===== src/rtl/dm_arbiter.sv =====
// Two-requester round-robin arbiter for the single-port data memory, with locked bursts.
// Latency: grant is combinational in the request cycle; read data returns registered one cycle later.
// Backpressure: a requester without gnt must hold req/addr/wea/din; gnt0 low stalls the CPU.
module dm_arbiter #(
    parameter int AW        = 10,
    parameter int DW        = 32,
    parameter int MAX_BURST = 4
) (
    input  logic          clk,
    input  logic          rstn,
    input  logic          req0,
    input  logic          req1,
    input  logic          lock0,
    input  logic          lock1,
    input  logic [3:0]    wea0,
    input  logic [3:0]    wea1,
    input  logic [AW-1:0] addr0,
    input  logic [AW-1:0] addr1,
    input  logic [DW-1:0] din0,
    input  logic [DW-1:0] din1,
    output logic          gnt0,
    output logic          gnt1,
    output logic          rvalid0,
    output logic          rvalid1,
    output logic [DW-1:0] rdata0,
    output logic [DW-1:0] rdata1,
    output logic [AW-1:0] mem_addr,
    output logic [3:0]    mem_wea,
    output logic [DW-1:0] mem_din,
    input  logic [DW-1:0] mem_dout
);

    typedef enum logic [1:0] {
        OWN_NONE = 2'd0,
        OWN0     = 2'd1,
        OWN1     = 2'd2
    } owner_t;

    localparam logic [3:0] MAX_B = 4'(MAX_BURST);

    logic       prio;
    owner_t     owner;
    logic [3:0] burst_cnt;

    logic burst_full;
    logic cont0;
    logic cont1;
    logic cont;
    logic rd0;
    logic rd1;

    // A locked owner may only exceed the burst limit while the other side is idle.
    always_comb begin
        burst_full = (burst_cnt >= MAX_B);
        cont0      = (owner == OWN0) && req0 && (!burst_full || !req1);
        cont1      = (owner == OWN1) && req1 && (!burst_full || !req0);
        cont       = cont0 || cont1;
        gnt0       = 1'b0;
        gnt1       = 1'b0;
        if (cont0) begin
            gnt0 = 1'b1;
        end else if (cont1) begin
            gnt1 = 1'b1;
        end else if (req0 && req1) begin
            gnt0 = !prio;
            gnt1 = prio;
        end else begin
            gnt0 = req0;
            gnt1 = req1;
        end
    end

    always_comb begin
        mem_addr = '0;
        mem_wea  = '0;
        mem_din  = '0;
        if (gnt0) begin
            mem_addr = addr0;
            mem_wea  = wea0;
            mem_din  = din0;
        end else if (gnt1) begin
            mem_addr = addr1;
            mem_wea  = wea1;
            mem_din  = din1;
        end
    end

    assign rd0 = gnt0 && (wea0 == 4'b0000);
    assign rd1 = gnt1 && (wea1 == 4'b0000);

    always_ff @(posedge clk or negedge rstn) begin
        if (!rstn) begin
            prio      <= 1'b0;
            owner     <= OWN_NONE;
            burst_cnt <= 4'd0;
            rvalid0   <= 1'b0;
            rvalid1   <= 1'b0;
            rdata0    <= '0;
            rdata1    <= '0;
        end else begin
            if (gnt0 || gnt1) begin
                // Priority passes to whichever side did not win this cycle.
                prio <= gnt0;
                if (cont) begin
                    burst_cnt <= burst_full ? MAX_B : burst_cnt + 4'd1;
                end else begin
                    burst_cnt <= 4'd1;
                end
                if (gnt0) begin
                    owner <= lock0 ? OWN0 : OWN_NONE;
                end else begin
                    owner <= lock1 ? OWN1 : OWN_NONE;
                end
            end else begin
                owner     <= OWN_NONE;
                burst_cnt <= 4'd0;
            end
            rvalid0 <= rd0;
            rvalid1 <= rd1;
            if (rd0) begin
                rdata0 <= mem_dout;
            end
            if (rd1) begin
                rdata1 <= mem_dout;
            end
        end
    end

endmodule


===== config.mk =====
export PLATFORM = sky130hd
export DESIGN_NAME = dm_arbiter
export DESIGN_NICKNAME = d
export VERILOG_FILES = /design/src/rtl/dm_arbiter.sv
export SDC_FILE = /design/constraint.sdc
export NUM_CORES = 1
export LEC_CHECK = 0
export CAP_MARGIN = 25
export CORE_MARGIN = 3
export CORE_UTILIZATION = 30
export CTS_BUF_LIST = sky130_fd_sc_hd__clkbuf_2 sky130_fd_sc_hd__clkbuf_4 sky130_fd_sc_hd__clkbuf_8
export CTS_CLUSTER_SIZE = 20
export DETAILED_ROUTE_END_ITERATION = 12
export PLACE_DENSITY = 0.74
export SYNTH_ARGS = -nofsm -noshare
export SYNTH_HDL_FRONTEND = slang
export SYNTH_SLANG_ARGS = --single-unit

===== constraint.sdc =====
create_clock -name clk -period 4.6 [get_ports clk]
set_input_delay 1.38 -clock clk [delete_from_list [all_inputs] [get_ports clk]]
set_output_delay 1.38 -clock clk [all_outputs]
set_load 0.02 [all_outputs]

Word level (Yosys, flattened, before mapping)
Index checks and enable logic that the tools add are counted.
{ "totals": {"regBits": 73, "inputBits": 130, "out_inout_bits": 114} }
{ "op_classes": {"add_sub_neg": 1, "n_lt_le_gt_ge": 1, "n_eq_ne": 2, "muxes": 19, "n_reduce_logical": 17} }
{ "op_table": {"columns": ["op", "n"], "rows": [
  ["$mux W32", 2],
  ["$mux W10", 2],
  ["$mux W4", 5],
  ["$logic_not A4 Y1", 2],
  ["$logic_and A1 B1 Y1", 7],
  ["$mux W1", 7],
  ["$mux W2", 3],
  ["$add A4 B1 Y4 const B", 1],
  ["$ge A4 B3 Y1 const B", 1],
  ["$logic_not A1 Y1", 4],
  ["$logic_or A1 B1 Y1", 4],
  ["$eq A2 B1 Y1 const B", 1],
  ["$eq A2 B2 Y1 const B", 1]
]} }

Depth between registers and ports, before layout
{ "logic_depth": {"word_depth": 8, "depth_mapped": 6} }

Least setup slack after synthesis
Ideal clock, no wire load.
{ "synth_timing": {"path_type": "input -> output", "startpoint": "in req1", "endpoint": "out mem_din[18]", "arrival_time_ns": 2.516, "slack_ns": 0.704, "stages": 6, "n_path_buf": 2, "cell_sequence": "inv_1 o2111a_2 a31o_2 buf_6 buf_6 a22o_1"} }
{ "synth_via": {"elab_chain_len": 6, "elab_cells_between_ends": 14, "classes_between": "8 x mux; 6 x reduce/logical"} }
{ "synth_lines": {"columns": ["item", "line_no", "text"], "rows": [
  ["start: declaration", "12", "input logic req1,"],
  ["$logic_and A1 B1 Y1, or another cell as far along", "64", "end else if (req0 && req1) begin"],
  ["$mux W1, or another cell as far along", "64", null],
  ["$mux W1 or $logic_and A1 B1 Y1 (tied branches)", "62, 55", null],
  ["$mux W1", "60", "if (cont0) begin"],
  ["$mux W32", "81", "end else if (gnt1) begin"],
  ["$mux W32 *", "77", "if (gnt0) begin"],
  ["end: declaration", "29", "output logic [DW-1:0] mem_din,"]
]} }
Mark *: on every way between the ends. The rest lies on a longest branch, timed or not.

Worst setup path in the final report
{ "layout_timing": {"startpoint": "in req0", "endpoint": "out mem_din[27]"} }
{ "layout_via": {"elab_chain_len": 7, "elab_cells_between_ends": 14, "classes_between": "8 x mux; 6 x reduce/logical"} }
{ "layout_lines": {"columns": ["item", "line_no", "text"], "rows": [
  ["start: declaration", "11", "input logic req0,"],
  ["$logic_not A1 Y1", "56", "cont1 = (owner == OWN1) && req1 && (!burst_full || !req0);"],
  ["$logic_or A1 B1 Y1", "56", null],
  ["$logic_and A1 B1 Y1", "56", null],
  ["$mux W1", "62", "end else if (cont1) begin"],
  ["$mux W1", "60", null],
  ["$mux W32", "81", null],
  ["$mux W32 *", "77", null]
]} }
Marks and branches as above.

==> impl_metrics.ini <==
[cts]
ctsHoldBuffers = 0
clk_latency_ps = 340
cts_sinks = 73
htreeDepth = 3
cts_tree = yes
clock-root-buffer = clkbuf_8
cts_made_buffers = 9
clockBufferDepth = 2
path_clk_slew_ps = 70

[power_and_ir_drop]
p_per_area_nw_per_um2 = 424
p_leak_nw = 2.73
vdd_drop_max_mv = 0.291

[floorplanning]
die_h_microns = 111
die_x_microns = 111
coreArea_sq_um = 10600
io_pins = 244
start_util_pct = 31.4
rows = 37
dieArea_sq_um = 12300

[drt]
via_per_inst = 4.80
drt_pass1_iterations = 4
vias = 3002
drtIter0Drc = 128
final_antenna_net_count = 0
drcViolationCount = 0
wire_per_inst_microns = 18.4
routed_wl_microns = 11500

[timing]
slew-limit-headroom_pct = 62.0
drv_slew = 0
worstMarginPinSlew_ps = 569
max_freq_mhz = 222
finClkSkew_ps = 11.9
setup_viol = 0
hold_viol = 0
grt_setup_unrepaired = false
min_period_ps = 4500
post-route-period-util_pct = 97.8

[setup_path]
path_class = in2out
worst_path_largest_cell_delay_ps = 540
reg2reg_slack_ps = 2380
cp-start-kind = primary input
worstSetupStartpoint = req0
cp.required_ps = 3220
rr_worst_depth = 6
worst_r2r_startpoint = burst_cnt[2]
crit_fanout = 48
cp-end-kind = output port
path_cells = clkdlybuf4s50_1 -> buf_4 -> nand2b_1 -> a22oi_2 -> nor2_2 -> buf_12 -> a22o_1 -> dlygate4sd2_1
r2r_end = rdata0[21]
slowest_stage = clkdlybuf4s50_1
worstSetupEndpoint = mem_din[27]
cp_data_arrival_time_ps = 3120

[yosys]
yosysTopAreaCellShare_pct = 55.1
synth_edf_count = 0
synth_top_cells_by_count = 73 x dfrtp_1, 62 x mux2_2, 46 x a22o_1, 8 x buf_6, 7 x buf_2
synthArstFlopShare_pct = 100
ys.warnings.count = 0
syn_area_sq_um = 3310
synth_most_common_cell = dfrtp_1
yosys.area.top_type = dfrtp_1
syn_nets = 362
synth_area_leaders = dfrtp_1 55%, mux2_2 21%, a22o_1 12%, buf_6 2.7%, buf_2 1.1%
synth_cells = 231
synthFlopType = dfrtp_1
synth.avg_cell_area_sq_um = 14.3
yosysSeqAreaShare_pct = 55.1
synth.distinct_cells = 30
synth_seq_cells = 73

[finish]
instances_no_fill = 625
syn_to_final_growth_pct = 85.8
finalNetCount = 615
num_antenna_cells = 0
layout-drive-gt1-share_pct = 21.5
fin_util_pct = 58.3

[global_route]
track_usage_pct = 18.2
antenna_found_initial = 0
grt_pass1_wl_microns = 17900
grt-ovfl-total = 0
grt_pass1_vias = 3136
grt_start_max_net_pins = 74

[min_path]
hp-class = reg2reg

[place]
gp_congestion = 0.851
place_inst = 608
portBuffers = 243
dp_hpwl_microns = 8970

[status]
status = finished clean

[run]
maxCapViolCount = 0
## placed cells by master, fill, tap and decap left out, drive strengths merged, types with 2 or more instances in the layout
| cell type | n |
|---|---|
| clkdlybuf4s50 | 193 |
| dfrtp | 73 |
| mux2 | 64 |
| dlygate4sd2 | 47 |
| a22o | 46 |
| buf | 17 |
| clkbuf | 11 |
| and2 | 3 |
| nand3 | 3 |
| bufinv | 3 |
| o21ai | 3 |
| nand2 | 2 |
| inv | 2 |
| nor2 | 2 |
| clkinv | 2 |
## registers in the layout, indices dropped and copies added, names as in the netlist
signal	flops
rvalid1	1
burst_cnt	4
rvalid0	1
prio	1
rdata0	32
owner	2
rdata1	32
## what timing repair did
action                                  4_1_cts  5_1_grt
endpoints found under the setup margin       47       11
buffers inserted                              0        0
gates resized for setup                      50        2
## worst min-delay path by stage
stage                        end  cells past startpoint  slack, ps       start
finish                rdata1[11]                      1        500  rdata1[11]
global route          rdata1[11]                      1        520  rdata1[11]
CTS                   rdata1[25]                      1        500  rdata1[25]
detailed placement    rdata1[11]                      1        480  rdata1[11]
global placement      rdata1[25]                      1        470  rdata1[25]
floorplan           burst_cnt[0]                      1        460    owner[0]
## final cells by class
type / instances / area (sq um)
clock inverter: 5 / 104
multi-input combinational: 140 / 1370
timing repair buffer: 258 / 2540
clock buffer: 11 / 139
sequential: 73 / 1830
fill: 920 / 4400
inverter: 2 / 7.51
tap: 136 / 170
## worst max-delay path: cells and delay by family
kind | cells | cell delay [ps]
compound gates | 2 | 370
buf+inv | 4 | 1220
simple gates | 2 | 130
## stage by stage
stage                     worst slack [ps]  power, mW  setup TNS (ps)  hold slack [ps]  area [sq um]
after detailed placement              -301       2.07          -12650              477          5940
after floorplan                        704       1.42               0              464          3310
final                                  102       2.61               0              503          6160
after global routing                  21.8       2.74               0              518          6160
after global placement                -272       2.05          -11260              467          5940
after CTS                             76.4       2.65               0              500          6130
## power breakdown
group,internal (mW),switching [mW]
Clock,0.373,0.225
Combinational,0.600,0.520
Sequential,0.810,0.0865
## logic make-up after synthesis
logic type / count (synthesis) / share of synthesized area [%]
compound gates: 58 / 15.3
fa+ha+maj: 1 / 0.377
buf+inv: 18 / 4.11
flops: 73 / 55.1
mux: 64 / 21.7
other cells: 1 / 0.113
simple gates: 16 / 3.21
## metal layers
layer / vias up / part of all wire [%] / GRT usage, %
met5: - / 0 / 0
met4: 0 / 1.7 / 4.87
met2: 112 / 51 / 30.9
met3: 19 / 6.2 / 5.46
li1: 1387 / - / -
met1: 1484 / 41 / 22.6
(Power assumes the default switching activity.)
